[config.mk]
export PLATFORM = sky130hd
export DESIGN_NAME = wt_dcache_rd_ctrl
export DESIGN_NICKNAME = d
export VERILOG_FILES = /design/src/rtl/ariane_pkg.sv /design/src/rtl/wt_cache_pkg.sv /design/src/rtl/wt_dcache_rd_ctrl.sv
export SDC_FILE = /design/constraint.sdc
export NUM_CORES = 1
export LEC_CHECK = 0
export CAP_MARGIN = 15
export CORE_AREA = 2 2 164 166
export CTS_BUF_LIST = sky130_fd_sc_hd__clkbuf_16
export DETAILED_ROUTE_END_ITERATION = 7
export DIE_AREA = 0 0 166 168
export GPL_ROUTABILITY_DRIVEN = 0
export HOLD_SLACK_MARGIN = 0.02
export SYNTH_ARGS = -nofsm -noshare
export SYNTH_HDL_FRONTEND = slang
export SYNTH_SLANG_ARGS = --single-unit
[constraint.sdc]
create_clock -name clk_i -period 4.8 [get_ports clk_i]
set_input_delay 0.96 -clock clk_i [delete_from_list [all_inputs] [get_ports clk_i]]
set_output_delay 0.96 -clock clk_i [all_outputs]
set_load 0.005 [all_outputs]
[src/rtl/ariane_pkg.sv]
// Core configuration types and the cacheable-region lookup
// used to classify physical addresses as cacheable or not.
package ariane_pkg;

  localparam int unsigned MaxCachedRegions = 2;

  typedef struct packed {
    logic [1:0]                             NrCachedRegionRules;
    logic [MaxCachedRegions-1:0][63:0]      CachedRegionAddrBase;
    logic [MaxCachedRegions-1:0][63:0]      CachedRegionLength;
  } ariane_cfg_t;

  localparam ariane_cfg_t ArianeDefaultConfig = '{
    NrCachedRegionRules:  2'd1,
    CachedRegionAddrBase: {64'h0, 64'h0},
    CachedRegionLength:   {64'h0, 64'h8000_0000}
  };

  function automatic logic is_inside_cacheable_regions(
    input ariane_cfg_t cfg,
    input logic [63:0] addr
  );
    logic hit;
    hit = 1'b0;
    for (int i = 0; i < int'(MaxCachedRegions); i++) begin
      if (i < int'(cfg.NrCachedRegionRules)) begin
        if (addr >= cfg.CachedRegionAddrBase[i] &&
            addr < (cfg.CachedRegionAddrBase[i] +
                    cfg.CachedRegionLength[i])) begin
          hit = 1'b1;
        end
      end
    end
    return hit;
  endfunction

endpackage

[src/rtl/wt_cache_pkg.sv]
// Shared widths, request/response bundles and the read
// controller state encoding for the write-through D-cache.
package wt_cache_pkg;

  localparam int unsigned PLEN                = 56;
  localparam int unsigned DCACHE_INDEX_WIDTH  = 12;
  localparam int unsigned DCACHE_OFFSET_WIDTH = 4;
  localparam int unsigned DCACHE_CL_IDX_WIDTH =
    DCACHE_INDEX_WIDTH - DCACHE_OFFSET_WIDTH;
  localparam int unsigned DCACHE_TAG_WIDTH    =
    PLEN - DCACHE_INDEX_WIDTH;
  localparam int unsigned DCACHE_SET_ASSOC    = 8;
  localparam int unsigned CACHE_ID_WIDTH      = 3;

  typedef struct packed {
    logic [DCACHE_INDEX_WIDTH-1:0] address_index;
    logic [DCACHE_TAG_WIDTH-1:0]   address_tag;
    logic                          data_req;
    logic [1:0]                    data_size;
    logic [7:0]                    data_be;
    logic                          kill_req;
    logic                          tag_valid;
  } dcache_req_i_t;

  typedef struct packed {
    logic        data_gnt;
    logic        data_rvalid;
    logic [63:0] data_rdata;
  } dcache_req_o_t;

  typedef enum logic [2:0] {
    RD_IDLE,
    RD_READ,
    RD_MISS_REQ,
    RD_MISS_WAIT,
    RD_KILL_MISS,
    RD_REPLAY_REQ,
    RD_REPLAY_READ
  } rd_state_e;

endpackage

[src/rtl/wt_dcache_rd_ctrl.sv]
// Read port controller: array arbitration, tag check,
// miss hand-off and data return for one load/PTW port.
module wt_dcache_rd_ctrl
  import wt_cache_pkg::*;
  import ariane_pkg::*;
#(
  parameter logic [CACHE_ID_WIDTH-1:0] RdTxId =
    CACHE_ID_WIDTH'(1),
  parameter ariane_cfg_t ArianeCfg = ArianeDefaultConfig
) (
  input  logic                           clk_i,
  input  logic                           rst_ni,
  input  logic                           cache_en_i,
  input  dcache_req_i_t                  req_port_i,
  output dcache_req_o_t                  req_port_o,
  output logic                           miss_req_o,
  input  logic                           miss_ack_i,
  output logic                           miss_we_o,
  output logic [63:0]                    miss_wdata_o,
  output logic [DCACHE_SET_ASSOC-1:0]    miss_vld_bits_o,
  output logic [PLEN-1:0]                miss_paddr_o,
  output logic                           miss_nc_o,
  output logic [2:0]                     miss_size_o,
  output logic [CACHE_ID_WIDTH-1:0]      miss_id_o,
  input  logic                           miss_replay_i,
  input  logic                           miss_rtrn_vld_i,
  input  logic                           wr_cl_vld_i,
  output logic [DCACHE_TAG_WIDTH-1:0]    rd_tag_o,
  output logic [DCACHE_CL_IDX_WIDTH-1:0] rd_idx_o,
  output logic [DCACHE_OFFSET_WIDTH-1:0] rd_off_o,
  output logic                           rd_req_o,
  output logic                           rd_tag_only_o,
  input  logic                           rd_ack_i,
  input  logic [63:0]                    rd_data_i,
  input  logic [DCACHE_SET_ASSOC-1:0]    rd_vld_bits_i,
  input  logic [DCACHE_SET_ASSOC-1:0]    rd_hit_oh_i
);

  localparam int unsigned OW = DCACHE_OFFSET_WIDTH;
  localparam int unsigned IW = DCACHE_INDEX_WIDTH;

  rd_state_e                      state_q, state_d;
  logic [DCACHE_TAG_WIDTH-1:0]    tag_q, tag_d;
  logic [DCACHE_CL_IDX_WIDTH-1:0] idx_q, idx_d;
  logic [OW-1:0]                  off_q, off_d;
  logic [1:0]                     size_q, size_d;
  logic [DCACHE_SET_ASSOC-1:0]    vld_q, vld_d;

  logic gnt, rvalid, hit, unused_be;

  assign unused_be = ^req_port_i.data_be;
  assign hit = (|rd_hit_oh_i) & cache_en_i;

  assign req_port_o.data_gnt    = gnt;
  assign req_port_o.data_rvalid = rvalid;
  assign req_port_o.data_rdata  = rd_data_i;

  assign miss_we_o       = 1'b0;
  assign miss_wdata_o    = '0;
  assign miss_vld_bits_o = vld_q;
  assign miss_paddr_o    = {tag_q, idx_q, off_q};
  assign miss_size_o     = {1'b0, size_q};
  assign miss_id_o       = RdTxId;
  assign miss_nc_o       = ~cache_en_i |
    ~is_inside_cacheable_regions(ArianeCfg, 64'(miss_paddr_o));
  assign rd_tag_only_o   = 1'b0;

  // Array address: live core index while looking up, latched on replay
  always_comb begin
    rd_idx_o = req_port_i.address_index[IW-1:OW];
    rd_off_o = req_port_i.address_index[OW-1:0];
    rd_tag_o = tag_q;
    if (state_q == RD_REPLAY_REQ || state_q == RD_REPLAY_READ) begin
      rd_idx_o = idx_q;
      rd_off_o = off_q;
    end
    if (state_q == RD_READ) begin
      rd_tag_o = req_port_i.address_tag;
    end
  end

  // Next-state and handshake outputs
  always_comb begin
    state_d  = state_q;
    tag_d    = tag_q;
    idx_d    = idx_q;
    off_d    = off_q;
    size_d   = size_q;
    vld_d    = vld_q;
    gnt      = 1'b0;
    rvalid   = 1'b0;
    rd_req_o = 1'b0;
    miss_req_o = 1'b0;
    unique case (state_q)
      RD_IDLE: begin
        if (req_port_i.data_req) begin
          rd_req_o = 1'b1;
          if (rd_ack_i) begin
            gnt     = 1'b1;
            idx_d   = req_port_i.address_index[IW-1:OW];
            off_d   = req_port_i.address_index[OW-1:0];
            size_d  = req_port_i.data_size;
            state_d = RD_READ;
          end
        end
      end
      RD_READ: begin
        if (req_port_i.kill_req) begin
          rvalid  = 1'b1;
          state_d = RD_IDLE;
        end else if (req_port_i.tag_valid) begin
          tag_d = req_port_i.address_tag;
          vld_d = rd_vld_bits_i;
          if (wr_cl_vld_i) begin
            state_d = RD_REPLAY_REQ;
          end else if (hit) begin
            rvalid  = 1'b1;
            state_d = RD_IDLE;
            if (req_port_i.data_req) begin
              rd_req_o = 1'b1;
              if (rd_ack_i) begin
                gnt     = 1'b1;
                idx_d   = req_port_i.address_index[IW-1:OW];
                off_d   = req_port_i.address_index[OW-1:0];
                size_d  = req_port_i.data_size;
                state_d = RD_READ;
              end
            end
          end else begin
            state_d = RD_MISS_REQ;
          end
        end else begin
          rd_req_o = 1'b1;
        end
      end
      RD_MISS_REQ: begin
        miss_req_o = 1'b1;
        if (req_port_i.kill_req) begin
          rvalid  = 1'b1;
          state_d = miss_ack_i ? RD_KILL_MISS : RD_IDLE;
        end else if (miss_replay_i) begin
          state_d = RD_REPLAY_REQ;
        end else if (miss_ack_i) begin
          state_d = RD_MISS_WAIT;
        end
      end
      RD_MISS_WAIT: begin
        if (req_port_i.kill_req) begin
          rvalid  = 1'b1;
          state_d = miss_rtrn_vld_i ? RD_IDLE : RD_KILL_MISS;
        end else if (miss_rtrn_vld_i) begin
          rvalid  = 1'b1;
          state_d = RD_IDLE;
        end
      end
      RD_KILL_MISS: begin
        if (miss_rtrn_vld_i) begin
          state_d = RD_IDLE;
        end
      end
      RD_REPLAY_REQ: begin
        rd_req_o = 1'b1;
        if (rd_ack_i) begin
          state_d = RD_REPLAY_READ;
        end
      end
      RD_REPLAY_READ: begin
        vld_d = rd_vld_bits_i;
        if (req_port_i.kill_req || hit) begin
          rvalid  = 1'b1;
          state_d = RD_IDLE;
        end else begin
          state_d = RD_MISS_REQ;
        end
      end
      default: state_d = RD_IDLE;
    endcase
  end

  // State and latched request registers, synchronous reset
  always_ff @(posedge clk_i) begin
    if (!rst_ni) begin
      state_q <= RD_IDLE;
      tag_q   <= '0;
      idx_q   <= '0;
      off_q   <= '0;
      size_q  <= '0;
      vld_q   <= '0;
    end else begin
      state_q <= state_d;
      tag_q   <= tag_d;
      idx_q   <= idx_d;
      off_q   <= off_d;
      size_q  <= size_d;
      vld_q   <= vld_d;
    end
  end

endmodule

==> flow_summary.toml <==
[cells_and_area]
nNetsFinal = 845
drive_above_1_share_pct = 13.3
ff_latch_area_sq_mm = 0.00138
antennaDiodeCount = 0
n_fill_cell = 2864
final_cell_mix = "clkdlybuf4s50_1 (210), nand2_1 (109), conb_1 (70)"
fin_cells = 1034
syn2layout_area_growth_pct = 42.6
multi_input_area_sq_mm = 0.00240
layout_commonest_cell = "clkdlybuf4s50_1"

[floorplan]
core-area_sq_mm = 0.0264
io_pins = 418
die_area_sq_mm = 0.0279
dieHeight_microns = 168
fp.dieW_microns = 166
fp-row-count = 60
start_util_pct = 17.8

[route]
wl_per_cell_microns = 14.9
vias_per_cell = 3.86
vias = 3993
drt_iter0_drc = 172
firstDrtPassIters = 4
drc = 0
drtAntennaViolNets = 0
wirelength_mm = 15.4

[cts]
cts-resized-gates = 0
clockBufferDepth = 2
clock-sinks = 69
cts_root_buf = "clkbuf_16"
cts_hold_buf = 0
htree_levels = 3
worstSkewPairLatency_ns = 0.34
cts_buffers = 9
cts_setup_buffers = 0
path_clk_slew_ns = 0.07
cts_tree = "built"

[worst_setup_path]
cp-start-kind = "input pin"
worst_setup_path_end_kind = "output port"
cp_slowest_cell = "or4_4"
rr_startpoint = "state_q[0]"
crit_required_ns = 3.84
cp_common_cell = "clkdlybuf4s50_1"
arrival_ns = 3.07
r2r_cells = 5
r2r-end = "tag_q[28]"
ff2ff_setup_slack_ns = 2.72
crit_chain = "clkdlybuf4s50_1 -> or4_4 -> o21ai_4 -> nor2_1 -> a311o_1 -> clkdlybuf4s50_1"
crit_type = "input pin to output port"
crit_fanout = 5
max_stage_delay_ns = 0.55

[synth]
synth_top_area_share_pct = 29.4
ys.flop_type = "dfxtp_1"
synth_cell_types = 46
synth-seq-cells = 69
syn-cell-area_sq_mm = 0.00470
synth-edff-count = 0
yosysTopAreaCell = "dfxtp_1"
synthArstFlopShare_pct = 0
yosysWarnings = 0
netlist_instances = 558
yosysSeqAreaShare_pct = 29.4
synth_area_leaders = "dfxtp_1 (29%), buf_4 (22%), mux2_2 (12%)"
synth.avg_cell_area_sq_um = 8.43

[hold_path]
min_from = "idx_q[3]"
hold_path.class = "flip-flop to flip-flop"
min_to = "idx_q[3]"
hold_depth = 2

[global_routing]
grt_pass1_wl_mm = 22.6
overflow = 0
antenna_found_initial = 0
first_global_vias = 3825
grt_max_degree = 47
track_usage_pct = 10.5

[sta]
setup_viol = 0
drv_slew = 0
final.setup_skew_ns = 0.00772
finalHoldViolCount = 0
min_period_ns = 4.03
slew_headroom_pct = 47.6
fin_crit_sh_pct = 83.9
setup_tns_ns = 0
setup_slack_ns = 0.771
rsz0062_at_grt = "false"
tightest_slew_ns = 0.786
clock.fmax_ghz = 0.248

[pwr]
power.switching_uw = 459
p_per_area_mw_per_mm2 = 259
power_frac_seq_pct = 35.1
finalPower_uw = 1740
p_comb_share_pct = 21.8
power.share.clock_pct = 43.0
intPower_uw = 1280
p_sw_share_pct = 26.4
power_leakage_uw = 0.00248
ir_drop_mv = 0.147

[flow_run]
maxCapViolCount = 0

[place]
dpl.hpwl_mm = 11.3
pre_cts_ws_ns = 0.741
port_buffers = 211
dp_cells = 1018

[status]
outcome = "finished, final reports clean"
[final cells by class]
cell class | count | area share, %
Clock buffer | 9 | 3.36
Clock inverter | 7 | 1.47
Sequential cell | 69 | 20.6
Multi-Input combinational cell | 387 | 35.8
Timing Repair Buffer | 218 | 32.2
Tap cell | 341 | 6.36
Inverter | 3 | 0.168
[cells by family after synthesis]
family	Yosys count	share of synthesized area, %
other	2	0.160
buffers and inverters	170	25.4
multiplexers	66	15.6
flip-flops	69	29.4
AO/OA/AOI/OAI	80	13.0
AND/OR/NAND/NOR	171	16.6
[registers in the layout (all words and copies together), names as in the netlist]
| register | cells |
|---|---|
| tag_q | 44 |
| idx_q | 8 |
| miss_vld_bits_o | 8 |
| off_q | 4 |
| state_q | 3 |
| size_q | 2 |
[routing by layer]
layer / share of wire (%) / track usage [%] / vias up
met4: 2.4 / 4.50 / 0
met1: 43 / 12.7 / 1833
met5: 0 / 0 / -
met3: 6.3 / 2.87 / 32
met2: 48 / 17.8 / 199
li1: - / - / 1929
[worst max-delay path: cells and delay by family]
kind                   cells  cell delay (ns)
AND/OR/NAND/NOR            2             0.64
buffers and inverters      2             0.86
AO/OA/AOI/OAI              2             0.61
[power by group through the flow]
stage	combinational (uW)	clock [uW]	sequential [uW]
after floorplan	245	0	617
after global placement	383	0	623
after detailed placement	384	0	623
after CTS	386	796	610
after global routing	411	806	613
final	379	747	610
[synth_stat cells (all sizes together) (2+ instances only)]
cell type	n
or3	2
nor2b	9
nand4	2
inv	3
mux2i	9
nand2	109
a21oi	7
nor2	8
mux2	57
nor4	6
a21boi	44
o21a	2
conb	2
nand2b	4
or4	4
nand3	18
clkbuf	13
buf	154
a31oi	2
nor3b	2
and3	2
o21ai	18
dfxtp	69
nor3	2
[worst max-delay path by stage]
stage / to / slack, ns / from
floorplan: req_port_o[65] / 1.64 / rd_hit_oh_i[3]
global route: miss_nc_o / 0.70 / cache_en_i
CTS: miss_nc_o / 0.74 / cache_en_i
global placement: rd_req_o / 0.75 / rd_hit_oh_i[3]
detailed placement: miss_nc_o / 0.74 / cache_en_i
finish: rd_req_o / 0.77 / rd_hit_oh_i[3]
[per-stage QoR]
stage	hold WS [ns]	cell area [sq um]	utilization [%]
after detailed placement	0.457	6380	24.2
final	0.460	6710	25.4
after global placement	0.447	6380	24.2
after global routing	0.483	6710	25.4
after floorplan	0.454	4960	-
after CTS	0.466	6710	25.4
(Power assumes the default switching activity.)
